<file path="src/rtl/adex_step_sequencer.sv">
// adex_step_sequencer: sweeps NSLOT time-multiplexed neuron slots
// through one shared core per prescaler tick, with refractory skip.
module adex_step_sequencer #(
   parameter  int NSLOT = 4,
   parameter  int TMO   = 16,
   localparam int SW    = $clog2(NSLOT),
   localparam int TW    = $clog2(TMO + 1)
) (
   input  logic             clk,
   input  logic             reset,
   input  logic             enable,
   input  logic [7:0]       period,
   input  logic [3:0]       refr_len,
   input  logic             cfg_req,
   output logic             cfg_gnt,
   output logic             core_start,
   output logic [SW-1:0]    core_sel,
   input  logic             core_done,
   input  logic             core_spike,
   input  logic [SW-1:0]    cnt_sel,
   input  logic             cnt_clr,
   output logic [7:0]       cnt_out,
   output logic [NSLOT-1:0] spike_vec,
   output logic             sweep_done,
   output logic             busy,
   output logic             overrun,
   output logic             timeout_err
);

   typedef enum logic [2:0] {IDLE, CFG, ISSUE, WAIT, NEXT} state_t;

   state_t           state, state_nx;
   logic [SW-1:0]    slot, slot_nx;
   logic [TW-1:0]    timer, timer_nx;
   logic [7:0]       presc;
   logic             pending;
   logic [NSLOT-1:0] acc;
   logic [7:0]       cnt  [NSLOT];
   logic [3:0]       refr [NSLOT];

   logic tick, accept, take_pend;
   logic rec, rec_bit, dec_refr, hit, tmo_hit;

   assign tick   = enable && (presc == period);
   // a tick is only banked when nothing is in flight and none is waiting
   assign accept = (state == IDLE || state == CFG) && !pending;

   assign busy     = (state != IDLE);
   assign core_sel = (state == ISSUE || state == WAIT || state == NEXT)
                     ? slot : '0;
   assign cnt_out  = cnt[cnt_sel];

   always_comb begin
      state_nx   = state;
      slot_nx    = slot;
      timer_nx   = timer;
      cfg_gnt    = 1'b0;
      core_start = 1'b0;
      sweep_done = 1'b0;
      take_pend  = 1'b0;
      rec        = 1'b0;
      rec_bit    = 1'b0;
      dec_refr   = 1'b0;
      hit        = 1'b0;
      tmo_hit    = 1'b0;
      unique case (state)
         IDLE: begin
            if (cfg_req) begin
               state_nx = CFG;
            end else if (enable && (tick || pending)) begin
               state_nx  = ISSUE;
               slot_nx   = '0;
               take_pend = 1'b1;
            end
         end
         CFG: begin
            cfg_gnt = 1'b1;
            if (!cfg_req) state_nx = IDLE;
         end
         ISSUE: begin
            if (refr[slot] != 4'd0) begin
               dec_refr = 1'b1;
               rec      = 1'b1;
               state_nx = NEXT;
            end else begin
               core_start = 1'b1;
               timer_nx   = '0;
               state_nx   = WAIT;
            end
         end
         WAIT: begin
            if (core_done) begin
               rec      = 1'b1;
               rec_bit  = core_spike;
               hit      = core_spike;
               state_nx = NEXT;
            end else if (timer == TW'(TMO - 1)) begin
               tmo_hit  = 1'b1;
               rec      = 1'b1;
               state_nx = NEXT;
            end else begin
               timer_nx = timer + TW'(1);
            end
         end
         NEXT: begin
            if (slot == SW'(NSLOT - 1)) begin
               sweep_done = 1'b1;
               slot_nx    = '0;
               state_nx   = IDLE;
            end else begin
               slot_nx  = slot + SW'(1);
               state_nx = ISSUE;
            end
         end
         default: state_nx = IDLE;
      endcase
   end

   always_ff @(posedge clk) begin
      if (reset) begin
         state       <= IDLE;
         slot        <= '0;
         timer       <= '0;
         presc       <= '0;
         pending     <= 1'b0;
         acc         <= '0;
         spike_vec   <= '0;
         overrun     <= 1'b0;
         timeout_err <= 1'b0;
         for (int i = 0; i < NSLOT; i++) begin
            cnt[i]  <= '0;
            refr[i] <= '0;
         end
      end else begin
         state <= state_nx;
         slot  <= slot_nx;
         timer <= timer_nx;
         if (!enable || tick) presc <= '0;
         else                 presc <= presc + 8'd1;
         if (!enable || take_pend)  pending <= 1'b0;
         else if (tick && accept)   pending <= 1'b1;
         if (tick && !accept) overrun <= 1'b1;
         if (tmo_hit)         timeout_err <= 1'b1;
         if (rec)             acc[slot] <= rec_bit;
         if (sweep_done)      spike_vec <= acc;
         // clear beats a same-cycle increment
         for (int i = 0; i < NSLOT; i++) begin
            if (cnt_clr)
               cnt[i] <= '0;
            else if (hit && SW'(i) == slot && cnt[i] != 8'hFF)
               cnt[i] <= cnt[i] + 8'd1;
         end
         if (hit)           refr[slot] <= refr_len;
         else if (dec_refr) refr[slot] <= refr[slot] - 4'd1;
      end
   end

endmodule

</file>
<file path="config.mk">
export PLATFORM = sky130hd
export DESIGN_NAME = adex_step_sequencer
export DESIGN_NICKNAME = d
export VERILOG_FILES = /design/src/rtl/adex_step_sequencer.sv
export SDC_FILE = /design/constraint.sdc
export NUM_CORES = 1
export LEC_CHECK = 0
export CORE_MARGIN = 8
export CORE_UTILIZATION = 52
export DETAILED_ROUTE_END_ITERATION = 7
export PLACE_DENSITY = 0.76
export SYNTH_ARGS = -nofsm -noshare
export SYNTH_HDL_FRONTEND = slang
export SYNTH_SLANG_ARGS = --single-unit
export TNS_END_PERCENT = 5
</file>
<file path="constraint.sdc">
create_clock -name clk -period 2.2 [get_ports clk]
set_input_delay 0.22 -clock clk [delete_from_list [all_inputs] [get_ports clk]]
set_output_delay 0.22 -clock clk [all_outputs]
set_load 0.02 [all_outputs]
</file>
# After elaboration in Yosys (flattened, before gate mapping)
# Memories as Yosys holds them, arrays and structs flattened. A register that Yosys moved wholly into a read port is not among the register bits.
# Cells that the tools add are included.
[word_totals] regBits=29 inputBits=21 wordCells=166 memories=2 output_inout_bits=20 mem_bits_rw=48
[classes] n_eq_ne=22 n_bitwise=9 add_sub_neg=8 n_lt_le_gt_ge=2 n_mux=79 n_reduce_logical=35
[mem_list] name="cnt" depth=4 word_bits=8 read_ports=5 rd_ports_with_merged_regs=0 write_ports=4 line_no="38" source="logic [7:0] cnt [NSLOT];"
[mem_list] name="refr" depth=4 word_bits=4 read_ports=1 rd_ports_with_merged_regs=1 write_ports=4 line_no="39" source="logic [3:0] refr [NSLOT];"
[ops] op="8-bit two-way mux" n=8
[ops] op="1-bit two-way mux" n=46
[ops] op="8-bit by 1-bit adder with 8-bit output (second input constant)" n=5
[ops] op="8-bit inequality test (second input constant)" n=4
[ops] op="3-bit two-way mux" n=6
[ops] op="2-bit two-way mux" n=8
[ops] op="5-bit two-way mux" n=3
[ops] op="3-bit case mux with 5 select lines" n=1
[ops] op="1-bit logical AND" n=14
[ops] op="2-bit inequality test (second input constant)" n=5
[ops] op="5-bit case mux with 2 select lines" n=1
[ops] op="1-bit OR" n=9
[ops] op="8-bit equality test" n=1
[ops] op="4-bit two-way mux" n=2
[ops] op="3-bit by 2-bit equality test with 1-bit output (second input constant)" n=2
[ops] op="1-bit logical OR" n=6
[ops] op="3-bit by 2-bit inequality test with 1-bit output (second input constant)" n=2
[ops] op="3-bit AND reduction" n=2
[ops] op="5-bit by 1-bit adder with 5-bit output (second input constant)" n=1
[ops] op="5-bit by 4-bit equality test with 1-bit output (second input constant)" n=1
[ops] op="4-bit bitwise mux" n=1
[ops] op="2-bit equality test (first input constant)" n=2
[ops] op="2-bit case mux with 2 select lines" n=1
[ops] op="4-bit AND reduction" n=1
[ops] op="19 further kinds" n=23

# Longest topological paths before layout
[logic_depth] depth_word=10 mapped_depth=9 depth_no_buf=8

# Worst setup path after synthesis
# Ideal clock, no wire load.
[synth_path] path_kind="register to register" from="register (tool-made name)" to="memory refr[2][0] (enable)" arrival_time_ns=1.976 path_stages_with_launch=9 required_time_ns=1.891 synth_period_minus_slack_ns=2.285 setup_slack_ns=-0.085 cell_sequence="dfxtp_1 > buf_6 > mux4_2 > inv_1 > ha_1 > and4_1 > o31ai_4 > nand4_1 > nand2_1"
[synth_lines] element="end: declaration" line_no="39"

==> results <==
==> metal layers <==
layer | GRT usage | up-vias
li1 | - | 1575
met1 | 0.206 | 1583
met2 | 0.288 | 77
met3 | 0.0396 | 20
met4 | 0.0884 | 0
met5 | 0 | -
==> cells in the final DEF (no fill, tap or decap), drive strengths merged, types with 2 or more instances in the layout <==
cell           synthesis  layout
dlymetal6s2s           0       3
nor2                  65      65
inv                   19      21
mux2                   2       2
or3                    5       5
o21ai                  4       4
and3                  15      15
mux4                  11      11
xor2                  30      30
o31ai                  3       3
nor4                   3       3
o211ai                 5       5
xnor2                 10      10
nand3                 41      41
nor3                   5       5
nand2b                 2       2
mux2i                 14      14
a31oi                  2       2
buf                    5      26
o2111ai                2       2
a21oi                 14      14
nand2                 15      15
nand4                 10      10
dfxtp                 31      31
edfxtp                48      48
clkdlybuf4s50          0      36
and2                   5       5
ha                    12      12
clkbuf                 7      11
==> sequential cells by signal, indices dropped and copies added, names as in the netlist, named ones only <==
register / flops
pending: 1
state: 3
timeout_err: 1
timer: 5
cnt: 32
slot: 2
presc: 8
overrun: 1
acc: 4
refr: 16
spike_vec: 4
==> power breakdown <==
group          total (W)  switching [W]  internal [W]
sequential       0.00168      0.0000643       0.00162
clock            0.00110       0.000547      0.000555
combinational   0.000471       0.000243      0.000228
==> worst max-delay path: stages (launching register included) <==
cell,delay (ns)
dfxtp_2,0.35
mux4_2,0.36
inv_2,0.05
ha_4,0.16
and4_4,0.16
buf_6,0.12
o31ai_4,0.38
nand4_1,0.22
nand2_2,0.18
==> metrics by stage <==
| step | area, um^2 | total power [W] |
|---|---|---|
| after CTS | 5210 | 0.00325 |
| after floorplan | 4310 | 0.00197 |
| after global routing | 5240 | 0.00337 |
| after global placement | 4990 | 0.00215 |
| final | 5240 | 0.00326 |
| after detailed placement | 4990 | 0.00216 |
==> area by class of cell <==
type / count / area [um^2]
repair buffers: 65 / 629
multi-input cells: 287 / 2140
inverters: 19 / 73.8
fillers: 637 / 2900
well taps: 105 / 131
clock buffers: 11 / 141
clock inverters: 5 / 55.1
flip-flops and latches: 79 / 2070
==> worst max path at each step <==
stage	end	from	slack [ns]
4_1_cts	refr[0][2]	flip-flop	-0.04
3_3_place_gp	core_start	flip-flop	-0.15
3_5_place_dp	core_start	flip-flop	-0.20
2_1_floorplan	refr[2][0]	flip-flop	0.003
6_report	refr[0][2]	flip-flop	-0.07
5_1_grt	refr[0][2]	flip-flop	-0.15
==> cells by family (layout without fill, tap and decap cells) <==
group | Yosys count | after routing | synth area share
muxes | 27 | 27 | 0.0973
buffers and inverters | 31 | 100 | 0.0317
DFF | 79 | 79 | 0.480
adders and majority gates | 12 | 12 | 0.0349
xor gates and xnor gates | 40 | 40 | 0.0815
AOI/OAI and AO/OA | 35 | 35 | 0.0617
and+or+nand+nor | 173 | 173 | 0.213
==> timing repair <==
item                       in CTS  in global routing
setup endpoints to repair      35                 38
pin swaps                       5                  0
hold endpoints to repair        0                  0
setup buffers                   0                  0
resized for setup              15                 10
==> run_results.csv <==
group,metric,value,unit
logic_synthesis,yosys_warnings,0,
sta,slew_headroom,0.628,
layout,final_cells,571,
sta,fin_tns_setup,-0.765,ns
sta,fmax,440,MHz
logic_synthesis,synth.most_common_cell,"nor2_1",
floorplanning,die_area,11400,um^2
critical_path,reg2reg_depth,8,
layout,antenna_cells,0,
logic_synthesis,syn_nets,430,
sta,maxSlewViolCount,0,
logic_synthesis,yosysUniqueCellTypes,51,
detailed_routing,vias,3255,
detailed_routing,routed.top_layer,"met4",
logic_synthesis,yosysSeqAreaShare,0.480,
clocking,clk_pin_slew,0.08,ns
worst_hold_path,worstHoldPathType,"flip-flop to flip-flop",
outcome,violations,"negative setup slack",
detailed_routing,dr_wl_met2,4840,um
clocking,cts_tree,"done",
sta,finalCritPeriodShare,1.03,
grt,grt_overflow,0,
logic_synthesis,netlist_instances,397,
critical_path,critical_path_required,2.26,ns
clocking,cts_root_buffer,"clkbuf_8",
detailed_routing,drt-met1-wl,4140,um
floorplanning,placement_rows,33,
critical_path,regToRegEndpoint,"refr[0][2]",
detailed_routing,vias_per_cell,5.70,
logic_synthesis,synth_top_area_cell,"edfxtp_1",
detailed_routing,avgRoutedWirePerCell,16.9,um
floorplanning,die_w,107,um
floorplanning,die_y,107,um
logic_synthesis,synthFlopType,"edfxtp_1",
detailed_routing,drc,0,
clocking,cts_hold_buf,0,
place,pre_cts_ws,-0.198,ns
grt,grt_max_degree,18,
logic_synthesis,synth_top_area_share,0.335,
sta,hold_viol,0,
detailed_routing,drt_iter0_markers,170,
sta,period_minus_slack,2.27,ns
critical_path,critPathKind,"flip-flop to flip-flop",
detailed_routing,wl_met3,402,um
clocking,insertion_delay,0.36,ns
outcome,status,"finished, violations left",
place,dp_hpwl,7140,um
critical_path,rrSetupSlack,-0.07,ns
detailed_routing,first_pass_iters,5,
grt,groute.usage.overall,0.173,
logic_synthesis,synth_seq_cells,79,
place,routabilityCongestion,0.876,
grt,grt_pass1_wl,15800,um
pwr,ir_drop,0.000464,V
logic_synthesis,synthArstFlopShare,0,
layout,syn2layout_area_growth,21.9,%
pwr,power_density,622,nW/um^2
clocking,cts_max_level,3,
sta,layout_setup_ws,-0.0734,ns
layout,final_util,0.644,
floorplanning,core-area,8130,um^2
detailed_routing,ant_nets,0,
clocking,cts_made_buffers,9,
layout,nets,494,
floorplanning,ios,41,
sta,setup_violations,21,
flow_run,drv_cap,0,
worst_hold_path,min_from,"timer[4]",
critical_path,path_max_fanout,6,
clocking,cts.sinks,79,
logic_synthesis,netlist_area,4300,um^2
layout,drive_gt1_frac,0.176,
logic_synthesis,yosys-top-cells-area,"edfxtp_1 (34%), dfxtp_1 (14%), xor2_1 (6.1%), nor2_1 (5.7%), mux4_2 (5.2%)",
logic_synthesis,syn_avg_cell_area,10.8,um^2
place,portBuffers,40,
sta,rsz0062_at_grt,"yes",
detailed_routing,drt-total-wl,9640,um
floorplanning,initial_core_util,0.528,
sta,worst_pin_slew,0.552,ns
critical_path,crit_path_start_kind,"flip-flop",
worst_hold_path,hold_end,"timer[4]",
pwr,p_leak,1.99,nW
clocking,clk_path_buf_depth,2,
logic_synthesis,synth_commonest_cells,"nor2_1 (65), edfxtp_1 (48), nand3_1 (37)",
place,dp_cells,555,
grt,antenna_found_initial,0,
worst_hold_path,whs_path_depth,2,
sta,hold_ws,0.470,ns
critical_path,cp-end-kind,"flip-flop",
sta,clock_skew,0.0125,ns
logic_synthesis,synth_edf_count,48,
critical_path,crit_arrival,2.33,ns
grt,grt_pass1_vias,3335,
(Power assumes the default switching activity.)
